**src/rtl/muldiv_seq_pkg.sv**
```systemverilog
// Shared types and constants for the sequential multiply/divide unit.
package muldiv_seq_pkg;

  localparam int unsigned XLEN       = 32;
  localparam int unsigned ITER_COUNT = 32;
  localparam int unsigned CNT_W      = $clog2(ITER_COUNT);

  typedef logic [XLEN-1:0] reg_t;

  typedef enum logic [1:0] {
    OP_MUL   = 2'd0,
    OP_MULHU = 2'd1,
    OP_DIVU  = 2'd2,
    OP_REMU  = 2'd3
  } muldiv_op_e;

  typedef enum logic {
    ALU_ADD = 1'b0,
    ALU_SUB = 1'b1
  } alu_op_e;

  typedef enum logic [1:0] {
    ST_IDLE = 2'd0,
    ST_RUN  = 2'd1,
    ST_DONE = 2'd2
  } state_e;

  // Division ops use the restoring-divide iteration; the rest use shift-add.
  function automatic logic is_div(input muldiv_op_e op);
    return (op == OP_DIVU) || (op == OP_REMU);
  endfunction

  // MUL and DIVU return the low/quotient word; MULHU and REMU the high/remainder word.
  function automatic logic sel_low(input muldiv_op_e op);
    return (op == OP_MUL) || (op == OP_DIVU);
  endfunction

endpackage

```
**src/rtl/muldiv_seq_alu.sv**
```systemverilog
// Shared add/subtract unit: one adder, subtract via inverted operand plus carry-in.
module muldiv_seq_alu
  import muldiv_seq_pkg::*;
(
  input  alu_op_e op,
  input  reg_t    a,
  input  reg_t    b,
  output reg_t    result_c
);

  logic sub;

  // Two's-complement subtract folded into the single adder.
  always_comb begin
    sub      = (op == ALU_SUB);
    result_c = a + (b ^ {XLEN{sub}}) + XLEN'(sub);
  end

endmodule

```
**src/rtl/muldiv_seq.sv**
```systemverilog
// Iterative 32-cycle unsigned multiplier/divider with valid/ready handshakes.
// hi/lo hold {hi,lo} for multiply and {rem,quo} for divide.
module muldiv_seq
  import muldiv_seq_pkg::*;
(
  input  logic       clk,
  input  logic       reset,
  input  logic       req_valid,
  output logic       req_ready,
  input  muldiv_op_e req_op,
  input  reg_t       req_a,
  input  reg_t       req_b,
  output logic       resp_valid,
  input  logic       resp_ready,
  output reg_t       resp_result,
  output logic       busy
);

  localparam logic [CNT_W-1:0] CNT_LAST = CNT_W'(ITER_COUNT - 1);

  state_e           state, state_next;
  logic [CNT_W-1:0] cnt, cnt_next;
  muldiv_op_e       op_q, op_next;
  reg_t             b_q, b_next;
  reg_t             hi, hi_next;
  reg_t             lo, lo_next;
  reg_t             result_next;

  alu_op_e          alu_op;
  reg_t             alu_a, alu_b, alu_y;
  logic [XLEN:0]    sh;
  reg_t             sum;
  logic             carry;
  logic             take;
  reg_t             iter_hi, iter_lo;

  muldiv_seq_alu u_alu (
    .op       (alu_op),
    .a        (alu_a),
    .b        (alu_b),
    .result_c (alu_y)
  );

  // ALU operand selection by state and operation.
  always_comb begin
    alu_op = ALU_ADD;
    alu_a  = '0;
    alu_b  = '0;
    if (state == ST_RUN) begin
      if (is_div(op_q)) begin
        alu_op = ALU_SUB;
        alu_a  = sh[XLEN-1:0];
        alu_b  = b_q;
      end else begin
        alu_op = ALU_ADD;
        alu_a  = hi;
        alu_b  = b_q;
      end
    end
  end

  // One shift-add or restoring-divide step.
  always_comb begin
    sh      = {hi, lo[XLEN-1]};
    sum     = hi;
    carry   = 1'b0;
    take    = 1'b0;
    iter_hi = hi;
    iter_lo = lo;
    if (is_div(op_q)) begin
      take    = sh[XLEN] | (sh[XLEN-1:0] >= b_q);
      iter_hi = take ? alu_y : sh[XLEN-1:0];
      iter_lo = {lo[XLEN-2:0], take};
    end else begin
      if (lo[0]) begin
        sum   = alu_y;
        carry = (alu_y < hi);
      end
      iter_hi = {carry, sum[XLEN-1:1]};
      iter_lo = {sum[0], lo[XLEN-1:1]};
    end
  end

  // Next-state and datapath update selection.
  always_comb begin
    state_next  = state;
    cnt_next    = cnt;
    op_next     = op_q;
    b_next      = b_q;
    hi_next     = hi;
    lo_next     = lo;
    result_next = resp_result;
    case (state)
      ST_IDLE: begin
        if (req_valid) begin
          state_next = ST_RUN;
          op_next    = req_op;
          b_next     = req_b;
          hi_next    = '0;
          lo_next    = req_a;
          cnt_next   = '0;
        end
      end
      ST_RUN: begin
        hi_next  = iter_hi;
        lo_next  = iter_lo;
        cnt_next = cnt + CNT_W'(1);
        if (cnt == CNT_LAST) begin
          state_next  = ST_DONE;
          result_next = sel_low(op_q) ? iter_lo : iter_hi;
        end
      end
      ST_DONE: begin
        if (resp_ready) begin
          state_next = ST_IDLE;
        end
      end
      default: state_next = ST_IDLE;
    endcase
  end

  // State, datapath and registered handshake outputs.
  always_ff @(posedge clk) begin
    if (reset) begin
      state       <= ST_IDLE;
      cnt         <= '0;
      op_q        <= OP_MUL;
      b_q         <= '0;
      hi          <= '0;
      lo          <= '0;
      resp_result <= '0;
      req_ready   <= 1'b1;
      resp_valid  <= 1'b0;
      busy        <= 1'b0;
    end else begin
      state       <= state_next;
      cnt         <= cnt_next;
      op_q        <= op_next;
      b_q         <= b_next;
      hi          <= hi_next;
      lo          <= lo_next;
      resp_result <= result_next;
      req_ready   <= (state_next == ST_IDLE);
      resp_valid  <= (state_next == ST_DONE);
      busy        <= (state_next != ST_IDLE);
    end
  end

endmodule

```
**config.mk**
```make
export PLATFORM = sky130hd
export DESIGN_NAME = muldiv_seq
export DESIGN_NICKNAME = d
export VERILOG_FILES = /design/src/rtl/muldiv_seq_pkg.sv /design/src/rtl/muldiv_seq_alu.sv /design/src/rtl/muldiv_seq.sv
export SDC_FILE = /design/constraint.sdc
export NUM_CORES = 1
export LEC_CHECK = 0
export ABC_CLOCK_PERIOD_IN_PS = 17200
export CORE_AREA = 2 2 162 116
export CTS_CLUSTER_DIAMETER = 40
export DETAILED_ROUTE_END_ITERATION = 8
export DIE_AREA = 0 0 164 118
export GPL_ROUTABILITY_DRIVEN = 0
export PLACE_DENSITY = 0.86
export SYNTH_ARGS = -nofsm -noshare
export SYNTH_HDL_FRONTEND = slang
export SYNTH_SLANG_ARGS = --single-unit
export TNS_END_PERCENT = 1
```
**constraint.sdc**
```tcl
create_clock -name clk -period 17.2 [get_ports clk]
set_input_delay 1.72 -clock clk [delete_from_list [all_inputs] [get_ports clk]]
set_output_delay 1.72 -clock clk [all_outputs]
set_load 0.005 [all_outputs]
```
; Yosys cells after proc, flatten, opt, wreduce, memory -nomap -nowiden
; Cells that the tools add are included.
[totals]
input_bits = 70
n_memories = 0
ff_bits = 140
output_inout_bits = 35
ram_bits = 0
rom_bits = 0
elab_cells = 55
latchBits = 0
[classes]
reduce_logical = 10
n_eq_ne = 7
n_mux = 21
n_lt_le_gt_ge = 2
shift = 0
div = 0
bitwise_logic = 2
addsub = 3
n_mul = 0
[ops]
columns = operator, n
row1 = two-way mux 32 bit, 10
row2 = one-hot mux 32 bit (2 select lines), 2
row3 = adder 32 x 1 -> 32 bit, 1
row4 = adder 32 bit, 1
row5 = greater-or-equal comparator 32 bit, 1
row6 = < comparator 32 bit, 1
row7 = bitwise XOR 32 bit, 1
row8 = one-hot mux 5 bit (2 select lines), 1
row9 = equality test 2 bit (second input constant), 4
row10 = zero test 2 bit, 3
row11 = two-way mux 2 bit, 3
row12 = one-hot mux 2 bit (3 select lines), 1
row13 = AND reduction 2 bit, 3
row14 = adder 5 x 1 -> 5 bit (second input constant), 1
row15 = equality test 5 bit (second input constant), 1
row16 = two-way mux 5 bit, 1
row17 = nonzero test 2 bit, 2
row18 = two-way mux 1 bit, 3
row19 = equality test 2 x 1 -> 1 bit (second input constant), 1
row20 = logical OR 1 bit, 2
row21 = != test 2 bit (second input constant), 1
row22 = OR 1 bit, 1

; Logic depth before layout (Yosys ltp)
[logic_depth]
ltp_word = 11
depth_mapped = 26
mapped_depth_nobuf = 21

; By module
; From an unflattened synthesis, not the netlist that was laid out.
[hier_totals]
cells_unflattened = 1528
hier_area_um2 = 11436.0
[modules_own_cells]
columns = mod, cells_per_inst, seq_area_each_um2, instances, area_each_um2
row1 = muldiv_seq, 1252, 2802.7, 1, 9325.2
row2 = muldiv_seq_alu, 276, 0.0, 1, 2110.8

; Worst setup path before layout
; Ideal clock, no wire load.
[synth_path]
path_type = register to register
startpoint = reg op_q[1]
endpoint = reg resp_result[31]
path_buffers = 5
period_less_slack_ns = 5.610
t_required_ns = 17.064
setup_time_ns = 0.136
t_arrival_ns = 5.474
path_slack_ns = 11.590
stages_incl_launch_ff = 22
cell_sequence = dfxtp_1 -> buf_2 -> buf_1 -> buf_1 -> clkbuf_1 -> clkbuf_1 -> xnor2_1 -> nor2_1 -> ha_1 -> a21o_1 -> a2111oi_0 -> a21oi_1 -> or4_1 -> o2111ai_1 -> nor2_1 -> ha_1 -> nand4_1 -> or4_1 -> a31oi_1 -> o32ai_1 -> a211oi_1 -> o221ai_1
[synth_between]
elab_chain_len = 11
word_cells_on_any_way = 19
cone_classes = add/sub: 2 / order compare: 1 / eq/ne: 2 / mux: 10 / bitwise: 1 / reduce/logical: 3
[synth_rtl]
columns = item, line_no
row1 = from (decl), muldiv_seq.sv:23  ; muldiv_op_e op_q, op_next;
row2 = from (signal assigned), muldiv_seq.sv:138  ; op_q <= op_next;
row3 = "equality test 2 bit, on equally long branches", "muldiv_seq_pkg.sv:30, muldiv_seq_pkg.sv:35"
row4 = logical OR 1 bit, muldiv_seq_pkg.sv:30  ; return (op == OP_DIVU) || (op == OP_REMU);
row5 = two-way mux 1 bit, muldiv_seq.sv:50  ; if (is_div(op_q)) begin
row6 = two-way mux 1 bit, muldiv_seq.sv:49  ; if (state == ST_RUN) begin
row7 = bitwise XOR 32 bit, muldiv_seq_alu.sv:16  ; result_c = a + (b ^ {XLEN{sub}}) + XLEN'(sub);
row8 = adder 32 bit, muldiv_seq_alu.sv:16
row9 = adder 32 x 1 -> 32 bit, muldiv_seq_alu.sv:16
row10 = < comparator 32 bit, muldiv_seq.sv:77  ; carry = (alu_y < hi);
row11 = two-way mux 1 bit, muldiv_seq.sv:75  ; if (lo[0]) begin
row12 = two-way mux 32 bit, muldiv_seq.sv:70  ; if (is_div(op_q)) begin
row13 = two-way mux 32 bit (*), muldiv_seq.sv:110  ; result_next = sel_low(op_q) ? iter_lo : iter_hi;
row14 = to (signal assigned), muldiv_seq.sv:142  ; resp_result <= result_next;
row15 = to (decl), muldiv_seq.sv:15  ; output reg_t resp_result,
; Every way passes the cells marked *; elsewhere a longest branch is shown, timed or not.
; A chain may end at the register's enable or synchronous reset.

; Worst setup path in the final report
; Same ends and word-level chain as after synthesis.

==> results.py <==
metrics = {
    "sta": {
        "clock_skew_ns": 0.0108,
        "slew_viol_final": 0,
        "max_slew_margin": 0.102,
        "hold_viol_final": 0,
        "fin_crit_ns": 6.11,
        "setup_tns_ns": 0,
        "rsz0062_at_grt": "false",
        "setup_ws_ns": 11.09,
        "worstMarginPinSlew_ns": 1.34,
        "final.period_utilization": 0.355,
        "finalSetupViolCount": 0,
        "fin_hold_ws_ns": 0.481,
        "fmax_mhz": 164,
    },
    "routing": {
        "via_per_inst": 6.50,
        "drtIter0Drc": 1567,
        "route.detailed.drc": 0,
        "firstDrtPassIters": 7,
        "finalWirelength_um": 32900,
        "ant_nets": 0,
        "wire_per_inst_um": 18.6,
        "via_count": 11500,
    },
    "floorplanning": {
        "num_io_pins": 105,
        "rows": 41,
        "core_sq_mm": 0.0178,
        "die_y_um": 118,
        "dieArea_sq_mm": 0.0194,
        "floorplan.initialDensity": 0.622,
        "die_w_um": 164,
    },
    "global_route": {
        "grt_use_total": 0.340,
        "grt_pass1_vias": 10900,
        "grt_pass1_wl_um": 53800,
        "grt_max_degree": 80,
        "overflow": 0,
        "antenna_found_initial": 0,
    },
    "clock_tree": {
        "clock_sinks": 140,
        "cts_inserted_buffers": 17,
        "postCtsHoldBufs": 0,
        "post-cts-setup-buffer-count": 0,
        "clk_pin_slew_ns": 0.07,
        "htree_levels": 4,
        "cts_resized": 0,
        "cts_buffer_depth": 2,
        "worstSkewPairLatency_ns": 0.45,
        "cts_tree": "built",
        "root_buffer": "clkbuf_16",
    },
    "synthesis": {
        "yosysWarnings": 0,
        "ys_types": 74,
        "syn_area_sq_mm": 0.0111,
        "seq_area_frac_synth": 0.253,
        "synth-seq-cells": 140,
        "syn_nets": 1647,
        "yosys-top-cells-area": "dfxtp_1, ha_1, nor2_1, nand2_1, mux2i_1",
        "synth_top_area_share": 0.253,
        "synth.most_common_cell": "nor2_1",
        "synthCells": 1481,
        "synth_common_cells": "nor2_1, nand2_1, dfxtp_1",
        "synth.avg_cell_area_sq_um": 7.47,
        "yosys.area.top_type": "dfxtp_1",
        "async_reset_ff_frac": 0,
        "synth_edf_count": 0,
        "yosys_most_used_dff": "dfxtp_1",
    },
    "finish": {
        "nets": 1688,
        "area_growth_syn_to_layout_pct": 15.2,
        "antennaDiodeCount": 0,
        "drive_gt1_frac": 0.0625,
    },
    "run": {
        "max_cap_violations": 0,
    },
    "setup_path": {
        "critPathMaxFanout": 57,
        "startpoint_type": "register",
        "cp.arrival_ns": 6.42,
        "cpPeakStageDelay_ns": 0.76,
        "criticalPathCategory": "reg -> reg",
        "crit_family": "simple AND/OR/NAND/NOR gates",
        "path_buf_inv": 1,
        "worst-endpoint-required_ns": 17.51,
        "endpoint_kind": "register",
        "reg2regPathDepth": 17,
        "crit_cells": 17,
        "path_cells": "buf_4, mux2i_1, nor2_1, ha_1, nand2_1, nor4_1, nand2_1, o211ai_1, o2111ai_1, nor2_1, ha_1, nand4_1, or4_1, a31oi_1, o32ai_1, a211oi_1, o221ai_1",
        "cpMaxStageDelayCell": "buf_4",
    },
    "power": {
        "p_seq_frac": 0.377,
        "p_per_area_mw_per_mm2": 73.1,
        "p_comb_frac": 0.200,
        "peakVddDrop_mv": 0.0571,
        "p_int_mw": 0.636,
        "clkPwrFrac": 0.423,
        "switchingPower_mw": 0.296,
        "p_leak_nw": 4.90,
        "switching_share": 0.318,
    },
    "place": {
        "io_buffers": 104,
        "hpwl_um": 22800,
        "post-place-ws_ns": 11.33,
    },
    "run_status": {
        "status": "complete, no violations",
    },
    "hold_path": {
        "hold_depth": 2,
        "hp-class": "reg -> reg",
    },
}
-- final timing paths --
kind | start | endpoint | slack (ns)
hold / removal | resp_result[1] | resp_result[1] | 0.48
hold reg to reg | resp_result[1] | resp_result[1] | 0.48
setup / recovery | op_q[1] | resp_result[31] | 11.09
setup reg to reg | op_q[1] | resp_result[31] | 11.09
-- routing by layer --
| metal | vias to the layer above | wire length [um] | track usage |
|---|---|---|---|
| li1 | 5378 | - | - |
| met2 | 702 | 14800 | 0.540 |
| met1 | 5307 | 13800 | 0.451 |
| met4 | 0 | 1170 | 0.130 |
| met3 | 126 | 3200 | 0.0684 |
| met5 | - | 0 | 0 |
-- cell usage in the layout (no fill, tap or decap), types with 8 or more instances in the layout --
cell type and instances:
buf_4 13, nor2_1 208, a31oi_1 27, a211oi_1 28, o211ai_1 10, o21ai_0 66, a22o_1 13, nand4_1 16
dfxtp_1 139, a222oi_1 17, clkbuf_16 17, clkdlybuf4s50_1 103, nand3_1 22, a21o_1 27, mux2_2 24, mux2i_1 62
nand2_1 173, xor2_1 9, a211o_1 9, a221oi_1 16, nor3b_1 11, a21oi_1 117, or3_1 10, nor3_1 27
xnor2_1 45, or2_2 8, inv_1 85, ha_1 95
-- logic make-up (layout without fill, tap and decap cells) --
logic type                 Yosys count  after routing  synth area share
and+or+nand+nor                    522            522             0.207
xor gates and xnor gates            54             54            0.0427
buffers and inverters              180            234            0.0622
DFF                                140            140             0.253
adders and majority gates           96             96             0.109
AOI/OAI and AO/OA                  402            402             0.243
muxes                               87             87            0.0825
-- registers in the layout, summed over array words and instances (netlist names) --
register and flops:
resp_result 32, req_ready 1, op_q 2, resp_valid 1, hi 32, state 2, lo 32, cnt 5
busy 1, b_q 32
-- area by class of cell --
cell class              count  area [sq um]
multi-input cells        1161          7590
clock buffers              18           439
fillers                  1375          5050
inverters                  86           323
well taps                 236           295
flip-flops and latches    140          2810
repair buffers            116          1130
clock inverters            14           171
-- power by group through the flow --
stage	clock [mW]	combinational [mW]	sequential [mW]
4_1_cts	0.391	0.183	0.351
3_3_place_gp	0	0.175	0.358
6_report	0.394	0.187	0.352
5_1_grt	0.408	0.203	0.353
2_1_floorplan	0	0.132	0.352
3_5_place_dp	0	0.180	0.358
-- tightest hold or removal path: cells and delay by family (launching register included) --
kind,cells,cell delay [ns]
AND/OR/NAND/NOR,1,0.06
flip-flops,1,0.32
AO/OA/AOI/OAI,1,0.05
-- through the flow --
stage | utilization | instances | instance area [sq um] | power (mW)
6_report | 0.716 | 1771 | 12800 | 0.932
4_1_cts | 0.716 | 1771 | 12800 | 0.925
2_1_floorplan | - | 1481 | 11100 | 0.483
5_1_grt | 0.716 | 1771 | 12800 | 0.964
3_5_place_dp | 0.682 | 1739 | 12100 | 0.538
3_3_place_gp | 0.682 | 1739 | 12100 | 0.533
(Power assumes the default switching activity.)
